$ cat src/rtl/bcd_updown_cnt_n.sv
// bcd_updown_cnt_n: parametrised multi-digit BCD up/down counter with
// synchronous load, wrap/saturate mode and a registered terminal-count flag.
// Digit 0 is the least significant digit and occupies cnt[3:0].
// Optional build macro: BCD_CNT_CLAMP_EN. When defined, init nibbles above 9
// are stored as 9 on reset/load. When undefined, init is stored raw and any
// out-of-range digit is forced to 0 on the next enabled step.
module bcd_updown_cnt_n #(
    parameter int unsigned DIGITS = 4,
    parameter int unsigned WRAP   = 1
) (
    input  logic                  clk,
    input  logic                  rst_n,
    input  logic                  en,
    input  logic                  up,
    input  logic                  load,
    input  logic [4*DIGITS-1:0]   init,
    output logic [4*DIGITS-1:0]   cnt,
    output logic                  zero,
    output logic [DIGITS-1:0]     digit_zero,
    output logic                  tc
);

    localparam int unsigned W    = 4 * DIGITS;
    localparam logic [3:0]  NINE = 4'd9;

    logic [W-1:0]      r_cnt;
    logic              r_tc;

    logic [W-1:0]      w_init_val;
    logic [W-1:0]      w_step_val;
    logic [W-1:0]      w_next;
    logic              w_all_zero;
    logic              w_all_nine;
    logic              w_at_term;
    logic [DIGITS-1:0] w_digit_zero;

    // Value written on reset and load; out-of-range nibbles optionally clamped to 9
    always_comb begin : init_sel
        w_init_val = init;
`ifdef BCD_CNT_CLAMP_EN
        for (int i = 0; i < int'(DIGITS); i++) begin
            if (init[4*i +: 4] > NINE) begin
                w_init_val[4*i +: 4] = NINE;
            end
        end
`endif
    end

    // Per-digit zero flags and the all-zero / all-nine terminal detectors
    always_comb begin : term_detect
        w_all_nine   = 1'b1;
        w_digit_zero = '0;
        for (int i = 0; i < int'(DIGITS); i++) begin
            w_digit_zero[i] = (r_cnt[4*i +: 4] == 4'd0);
            if (r_cnt[4*i +: 4] != NINE) begin
                w_all_nine = 1'b0;
            end
        end
        w_all_zero = (r_cnt == '0);
        w_at_term  = up ? w_all_nine : w_all_zero;
    end

    // One decimal step with ripple carry/borrow; invalid digits reset to 0 and break the chain
    always_comb begin : step_calc
        logic       v_chain;
        logic       v_valid;
        logic [3:0] v_nib;
        w_step_val = r_cnt;
        v_chain    = 1'b1;
        for (int i = 0; i < int'(DIGITS); i++) begin
            v_nib = r_cnt[4*i +: 4];
`ifdef BCD_CNT_CLAMP_EN
            v_valid = 1'b1;
`else
            v_valid = (v_nib <= NINE);
`endif
            if (!v_valid) begin
                w_step_val[4*i +: 4] = 4'd0;
            end else if (v_chain) begin
                if (up) begin
                    w_step_val[4*i +: 4] = (v_nib == NINE) ? 4'd0 : 4'(v_nib + 4'd1);
                end else begin
                    w_step_val[4*i +: 4] = (v_nib == 4'd0) ? NINE : 4'(v_nib - 4'd1);
                end
            end else begin
                w_step_val[4*i +: 4] = v_nib;
            end
            v_chain = v_chain & v_valid & (up ? (v_nib == NINE) : (v_nib == 4'd0));
        end
    end

    // Saturating mode suppresses the step when already at the terminal value
    always_comb begin : next_sel
        w_next = w_step_val;
        if ((WRAP == 0) && w_at_term) begin
            w_next = r_cnt;
        end
    end

    // Count and terminal-count registers; priority reset > load > enable > hold
    always_ff @(posedge clk) begin
        if (!rst_n) begin
            r_cnt <= w_init_val;
            r_tc  <= 1'b0;
        end else if (load) begin
            r_cnt <= w_init_val;
            r_tc  <= 1'b0;
        end else if (en) begin
            r_cnt <= w_next;
            r_tc  <= w_at_term;
        end else begin
            r_tc  <= 1'b0;
        end
    end

    assign cnt        = r_cnt;
    assign tc         = r_tc;
    assign zero       = w_all_zero;
    assign digit_zero = w_digit_zero;

endmodule

$ cat config.mk
export PLATFORM = sky130hd
export DESIGN_NAME = bcd_updown_cnt_n
export DESIGN_NICKNAME = d
export VERILOG_FILES = /design/src/rtl/bcd_updown_cnt_n.sv
export SDC_FILE = /design/constraint.sdc
export NUM_CORES = 1
export LEC_CHECK = 0
export ABC_AREA = 1
export CAP_MARGIN = 20
export CELL_PAD_IN_SITES_DETAIL_PLACEMENT = 0
export CELL_PAD_IN_SITES_GLOBAL_PLACEMENT = 1
export CORE_MARGIN = 2
export CORE_UTILIZATION = 32
export DETAILED_ROUTE_END_ITERATION = 8
export PLACE_DENSITY_LB_ADDON = 0.25
export SLEW_MARGIN = 10
export SYNTH_ARGS = -nofsm -noshare
export SYNTH_HDL_FRONTEND = slang
export SYNTH_SLANG_ARGS = --single-unit
$ cat constraint.sdc
create_clock -name clk -period 1.68 [get_ports clk]
set_input_delay 0.168 -clock clk [delete_from_list [all_inputs] [get_ports clk]]
set_output_delay 0.168 -clock clk [all_outputs]
set_load 0.05 [all_outputs]
==> results of run 1 <==
## state kept, by name, indices dropped and copies added (netlist names)
register,cells
tc,1
cnt,16
## metal layers
metal,vias to the layer above,global-route usage [%]
met3,2,2.616
met4,0,4.575
met2,31,29.49
met5,-,0
met1,712,20.43
li1,829,-
## final timing paths
path | end | cells after the start | slack [ps]
max | zero | 5 | 0.5
min | tc | 3 | 550
min reg2reg | tc | 5 | 740
max reg2reg | cnt[13] | 6 | 40
## cell usage in the layout (no fill, tap or decap), types with 2 or more instances in the layout
cell	synthesis	layout
nor2_2	3	7
clkinvlp_4	0	2
nor2_1	22	16
inv_1	26	24
a21oi_1	6	5
nand3_2	0	3
buf_12	0	5
clkbuf_8	0	3
buf_6	0	3
clkdlybuf4s50_1	0	21
nand2_4	0	4
nor2_4	5	7
xor2_1	3	3
o31ai_1	2	2
nand2_1	56	55
nand2_2	10	7
nand3_1	19	16
edfxtp_1	16	16
nor3_1	2	2
o21ai_1	2	3
o21ai_0	14	13
buf_4	1	60
## worst max-delay path, delay by kind of cell, from the launching register on
family                 cells  cell delay, ps
DFF                        1             440
buffers and inverters      2             320
and+or+nand+nor            3             500
## power groups by stage
stage	Sequential (mW)	Clock, mW	Combinational, mW
2_1_floorplan	0.767	0	0.321
3_3_place_gp	0.613	0	0.769
3_5_place_dp	0.611	0	0.768
4_1_cts	0.578	0.324	0.879
5_1_grt	0.584	0.342	0.995
6_report	0.577	0.316	0.928
## what timing repair did
item / CTS / global route
buffers inserted: 18 / 8
setup endpoints to repair: 5 / 10
resized for setup: 6 / 8
pin swaps: 7 / 4
## cells by family after synthesis
family	Yosys count	share of synthesized area, %
and+or+nand+nor	120	40.61
muxes	1	0.7333
DFF	17	36.66
AOI/OAI and AO/OA	28	11.46
xor gates and xnor gates	3	1.925
buffers and inverters	30	8.615
## area by class of cell
cell class                 count  share of cell area, %
timing repair buffer          89                  33.79
clock buffer                   4                  1.916
multi-input combinational    152                  35.71
tap                           50                  2.661
sequential                    17                  21.29
inverter                      27                  4.630
==> results.md, run 1 <==
* Outcome: finished clean
* Clk pwr share at 17.4%
* Top post-synthesis cells by area: edfxtp_1, nand2_1, inv_1, nand3_1, nor2_1
* Port-buffer cells at 42
* FFs w/ async S/R, synth at 0%
* Biggest area consumer among synthesized cells: edfxtp_1
* Hold WC Path Type: in -> reg
* Die W at 69.32 um
* DR vias at 1574
* Sequential fraction of the synthesis area at 36.66%
* CTS tree: done
* P_leak at 1.145 nW
* Max layer used: met4
* Overall Power at 1.820 mW
* DR iter-0 viols at 81
* Max-Cap Viols at 0
* Crit-path cells: nor2_4, nand3_2, buf_6, nor4_4, buf_12
* Total core area at 0.004058 mm2
* CP Data Required Time at 1510 ps
* Count leader, synth: nand2_1
* Max Slew Vio Count at 0
* FILL cells at 397
* First-pass GRT wire length at 6.589 mm
* I/O pin total at 43
* Worst setup path startpoint: cnt[9]
* Number of buffers created by CTS at 3
* Tcrit/Tclk final at 99.97%
* Int Pwr at 1.086 mW
* Multi-input logic area at 839.6 um2
* Final instance area at 0.002351 mm2
* Final WL at 4.055 mm
* Crit path arrival time at 1510 ps
* Total track usage at 16.51%
* Final Instance Count excl. Fillers at 339
* RSZ-0062 raised after global routing: true
* Starting Density at 33.64%
* Net count, final at 311
* Routed met3 length at 191 um
* Synth Cell Area at 0.001365 mm2
* CP Class: reg -> out
* Vias per Instance at 4.643
* Worst VDD drop at 341.6 uV
* Placed cells at 310
* Setup-failing EPs final at 0
* CTS Buffer Depth at 2
* PD cells at 774.3 mW/mm2
* Yosys warnings at 0
* Distinct cells, synth at 27
* Placed cell area at 0.002061 mm2
* Final hold vios at 0
* DIE AREA at 0.004805 mm2
* Syn Nets at 220
* Met1 WL at 1.797 mm
* Hpwl dp at 3.038 mm
* FF/Latch Area at 500.5 um2
* Sw Pwr at 734.0 uW
* Layout cells sized above 1 at 36.68%
* ANT nets after route at 0
* Die height at 69.32 um
* Largest stage delay, worst path at 440 ps
* Ys flop type: edfxtp_1
* Setup Skew at 5.083 ps
* Worst Setup End Kind: primary output
* Fmax achieved at 595.4 MHz
* Synth-to-Final Area Change at 72.23%
* Hold_ws at 552.7 ps
* Synth top area share at 35.20%
* Num Clock Sinks at 17
* Avg Inst Size Synth at 6.860 um2
* GRT overflow at 0
* CP startpoint kind: flip-flop
* CP max FO at 3
* FF-to-FF Start: cnt[9]
* Comb power frac at 51.0%
* # diodes at 0
* Flop pwr share at 31.7%
* Setup TNS at 0 ps
* Post-synthesis cell count at 199
* CP max-delay cell: edfxtp_1
* Clk root buf: clkbuf_8
* CTS H-tree lvls at 1
* DR DRC count at 0
* Yosys reg bits at 17
* Wirelength per Cell at 11.96 um
* Met2 wire length at 2.042 mm
* Row cnt at 23
* HP Start: en
* Normalized max-slew margin at 66.20%
* CTS Hold Bufs at 0
* Clock transition at path regs at 70 ps
* Switching part of the total at 40.32%
* Commonest cells in the synthesized netlist: nand2_1, inv_1, nor2_1, nand3_1, edfxtp_1
* Slew at the pin closest to its max-slew limit at 505.4 ps
* Fin util at 57.94%
* Largest net degree at the start of global routing at 10
* Post-Place Setup Slack at -59.65 ps
* Worst-Skew Late Latency at 250 ps
* Vias in the first global route at 1478
* EDFF count, synth at 16
* Post-route setup slack at 0.4747 ps
* DR pass1 iterations at 4
* Initial antenna violation count at 0
* Final worst path period need at 1680 ps
* Routability cong. at 0.7777
(Power assumes the default switching activity.)
==> run 2: changes to the inputs <==
--- a/config.mk
+++ b/config.mk
@@ -12,6 +12,7 @@
 export CORE_MARGIN = 2
 export CORE_UTILIZATION = 32
 export DETAILED_ROUTE_END_ITERATION = 8
+export MAX_ROUTING_LAYER = met4
 export PLACE_DENSITY_LB_ADDON = 0.25
 export SLEW_MARGIN = 10
 export SYNTH_ARGS = -nofsm -noshare
==> results.md, run 2 (synthesized netlist as in run 1, its figures left out) <==
* Worst Setup End Kind: primary output
* Starting Density at 33.64% (unchanged)
* Synth-to-Final Area Change at 72.23% (unchanged)
* Setup TNS at 0 ps (unchanged)
* Worst VDD drop at 341.8 uV (about the same)
* Placed cell area at 0.002061 mm2 (unchanged)
* DR DRC count at 0 (unchanged)
* Total core area at 0.004058 mm2 (unchanged)
* Clk root buf: clkbuf_8
* GRT overflow at 0 (unchanged)
* Row cnt at 23 (unchanged)
* P_leak at 1.145 nW (unchanged)
* Final worst path period need at 1676 ps (-3.124 ps)
* RSZ-0062 raised after global routing: true
* Port-buffer cells at 42 (unchanged)
* ANT nets after route at 0 (unchanged)
* Die height at 69.32 um (unchanged)
* Max reg flops at 16 (unchanged)
* CP startpoint kind: flip-flop
* Hold_ws at 561.1 ps (+8.328 ps)
* Max Slew Vio Count at 0 (unchanged)
* Outcome: finished clean
* CTS tree: done
* Crit path arrival time at 1510 ps (about the same)
* Final WL at 4.049 mm (-0.15%)
* Most frequent cells in the layout: buf_4, nand2_1, inv_1, clkdlybuf4s50_1
* R2R setup slack at 40 ps (about the same)
* Final instance area at 0.002351 mm2 (unchanged)
* First-pass GRT wire length at 6.589 mm (unchanged)
* Routability cong. at 0.7884 (+1.4%)
* Slew at the pin closest to its max-slew limit at 505.4 ps (-0.0002384 ps)
* DR vias at 1586 (+0.76%)
* Setup Skew at 5.318 ps (+0.2345 ps)
* Largest net degree at the start of global routing at 10 (unchanged)
* Die W at 69.32 um (unchanged)
* CTS Buffer Depth at 2 (unchanged)
* Crit-path cells: nor2_4, nand3_2, buf_6, nor4_4, buf_12
* Hold WC Path Type: in -> reg
* Number of buffers created by CTS at 3 (unchanged)
* Fin util at 57.94% (unchanged)
* Commonest non-fill, non-tap cell in the layout: buf_4
* Net count, final at 311 (unchanged)
* Total track usage at 16.97% (+0.46 points)
* Setup-failing EPs final at 0 (unchanged)
* Buf+Inv Stages, Crit Path at 2 (unchanged)
* DR pass1 iterations at 4 (unchanged)
* CP max FO at 3 (unchanged)
* Vias in the first global route at 1478 (unchanged)
* Vias per Instance at 4.678 (+0.76%)
* PD cells at 774.6 mW/mm2 (about the same)
* # diodes at 0 (unchanged)
* DIE AREA at 0.004805 mm2 (unchanged)
* Clock transition at path regs at 70 ps (about the same)
* Layout cells sized above 1 at 36.68% (unchanged)
* Final hold vios at 0 (unchanged)
* DR iter-0 viols at 82 (+1.2%)
* Hpwl dp at 3.038 mm (unchanged)
* Worst-Skew Late Latency at 250 ps (about the same)
* Tcrit/Tclk final at 99.79% (-0.19 points)
* CP Data Required Time at 1510 ps (about the same)
* Largest stage delay, worst path at 440 ps (about the same)
* Fmax achieved at 596.5 MHz (+0.19%)
* Max-Cap Viols at 0 (unchanged)
* Normalized max-slew margin at 66.20% (unchanged)
* CP Class: reg -> out
* CP max-delay cell: edfxtp_1
* CP top delay family: simple AND/OR/NAND/NOR gates
* Num Clock Sinks at 17 (unchanged)
* Initial antenna violation count at 0 (unchanged)
* CTS H-tree lvls at 1 (unchanged)
* I/O pin total at 43 (unchanged)
* Wirelength per Cell at 11.94 um (-0.15%)
-- run 2: final timing paths --
kind / to / cells after the start / from
max reg2reg: cnt[13] / 6 / cnt[9]
min: tc / 3 / en
min reg2reg: tc / 5 / cnt[3]
max: zero / 5 / cnt[9]
-- run 2: final cells by class --
class                           instances  area, um2
Inverter                               27      108.9
Sequential cell                        17      500.5
Fill cell                             397       1707
Timing Repair Buffer                   89      794.5
Tap cell                               50      62.56
Clock buffer                            4      45.04
Multi-Input combinational cell        152      839.6
-- run 2: power by group --
part | internal [mW] | switching, mW | leakage (nW)
combinational | 0.391 | 0.537 | 0.947
sequential | 0.527 | 0.0492 | 0.175
clock | 0.168 | 0.148 | 0.0228
total | 1.09 | 0.735 | 1.14
-- run 2: per-stage QoR --
| stage | power (mW) | worst slack [ps] | cells |
|---|---|---|---|
| finish | 1.821 | 3.598 | 339 |
| floorplan | 1.088 | -192.8 | 199 |
| global route | 1.921 | -54.36 | 339 |
| global placement | 1.383 | -43.78 | 310 |
| detailed placement | 1.379 | -59.65 | 310 |
| CTS | 1.780 | 4.363 | 331 |
-- run 2: repair_timing --
action                                  CTS  global route
endpoints found under the setup margin    5            10
resized for setup                         6             8
pin swaps                                 7             4
buffers inserted                         18             8
hold buffers                              0             0
-- run 2: worst register-to-register path, delay by kind of cell (launching register included) --
kind | cells | cell delay (ps)
multiplexers | 1 | 220
AO/OA/AOI/OAI | 1 | 180
flip-flops | 1 | 440
buffers and inverters | 1 | 180
AND/OR/NAND/NOR | 3 | 330
-- run 2: layer usage --
metal | vias to the layer above | global-route usage [%] | wire length, um
met5 | - | - | 0
met4 | 0 | 4.575 | 24
met3 | 2 | 2.326 | 163
met2 | 35 | 29.49 | 2047
met1 | 721 | 20.61 | 1813
li1 | 828 | - | -
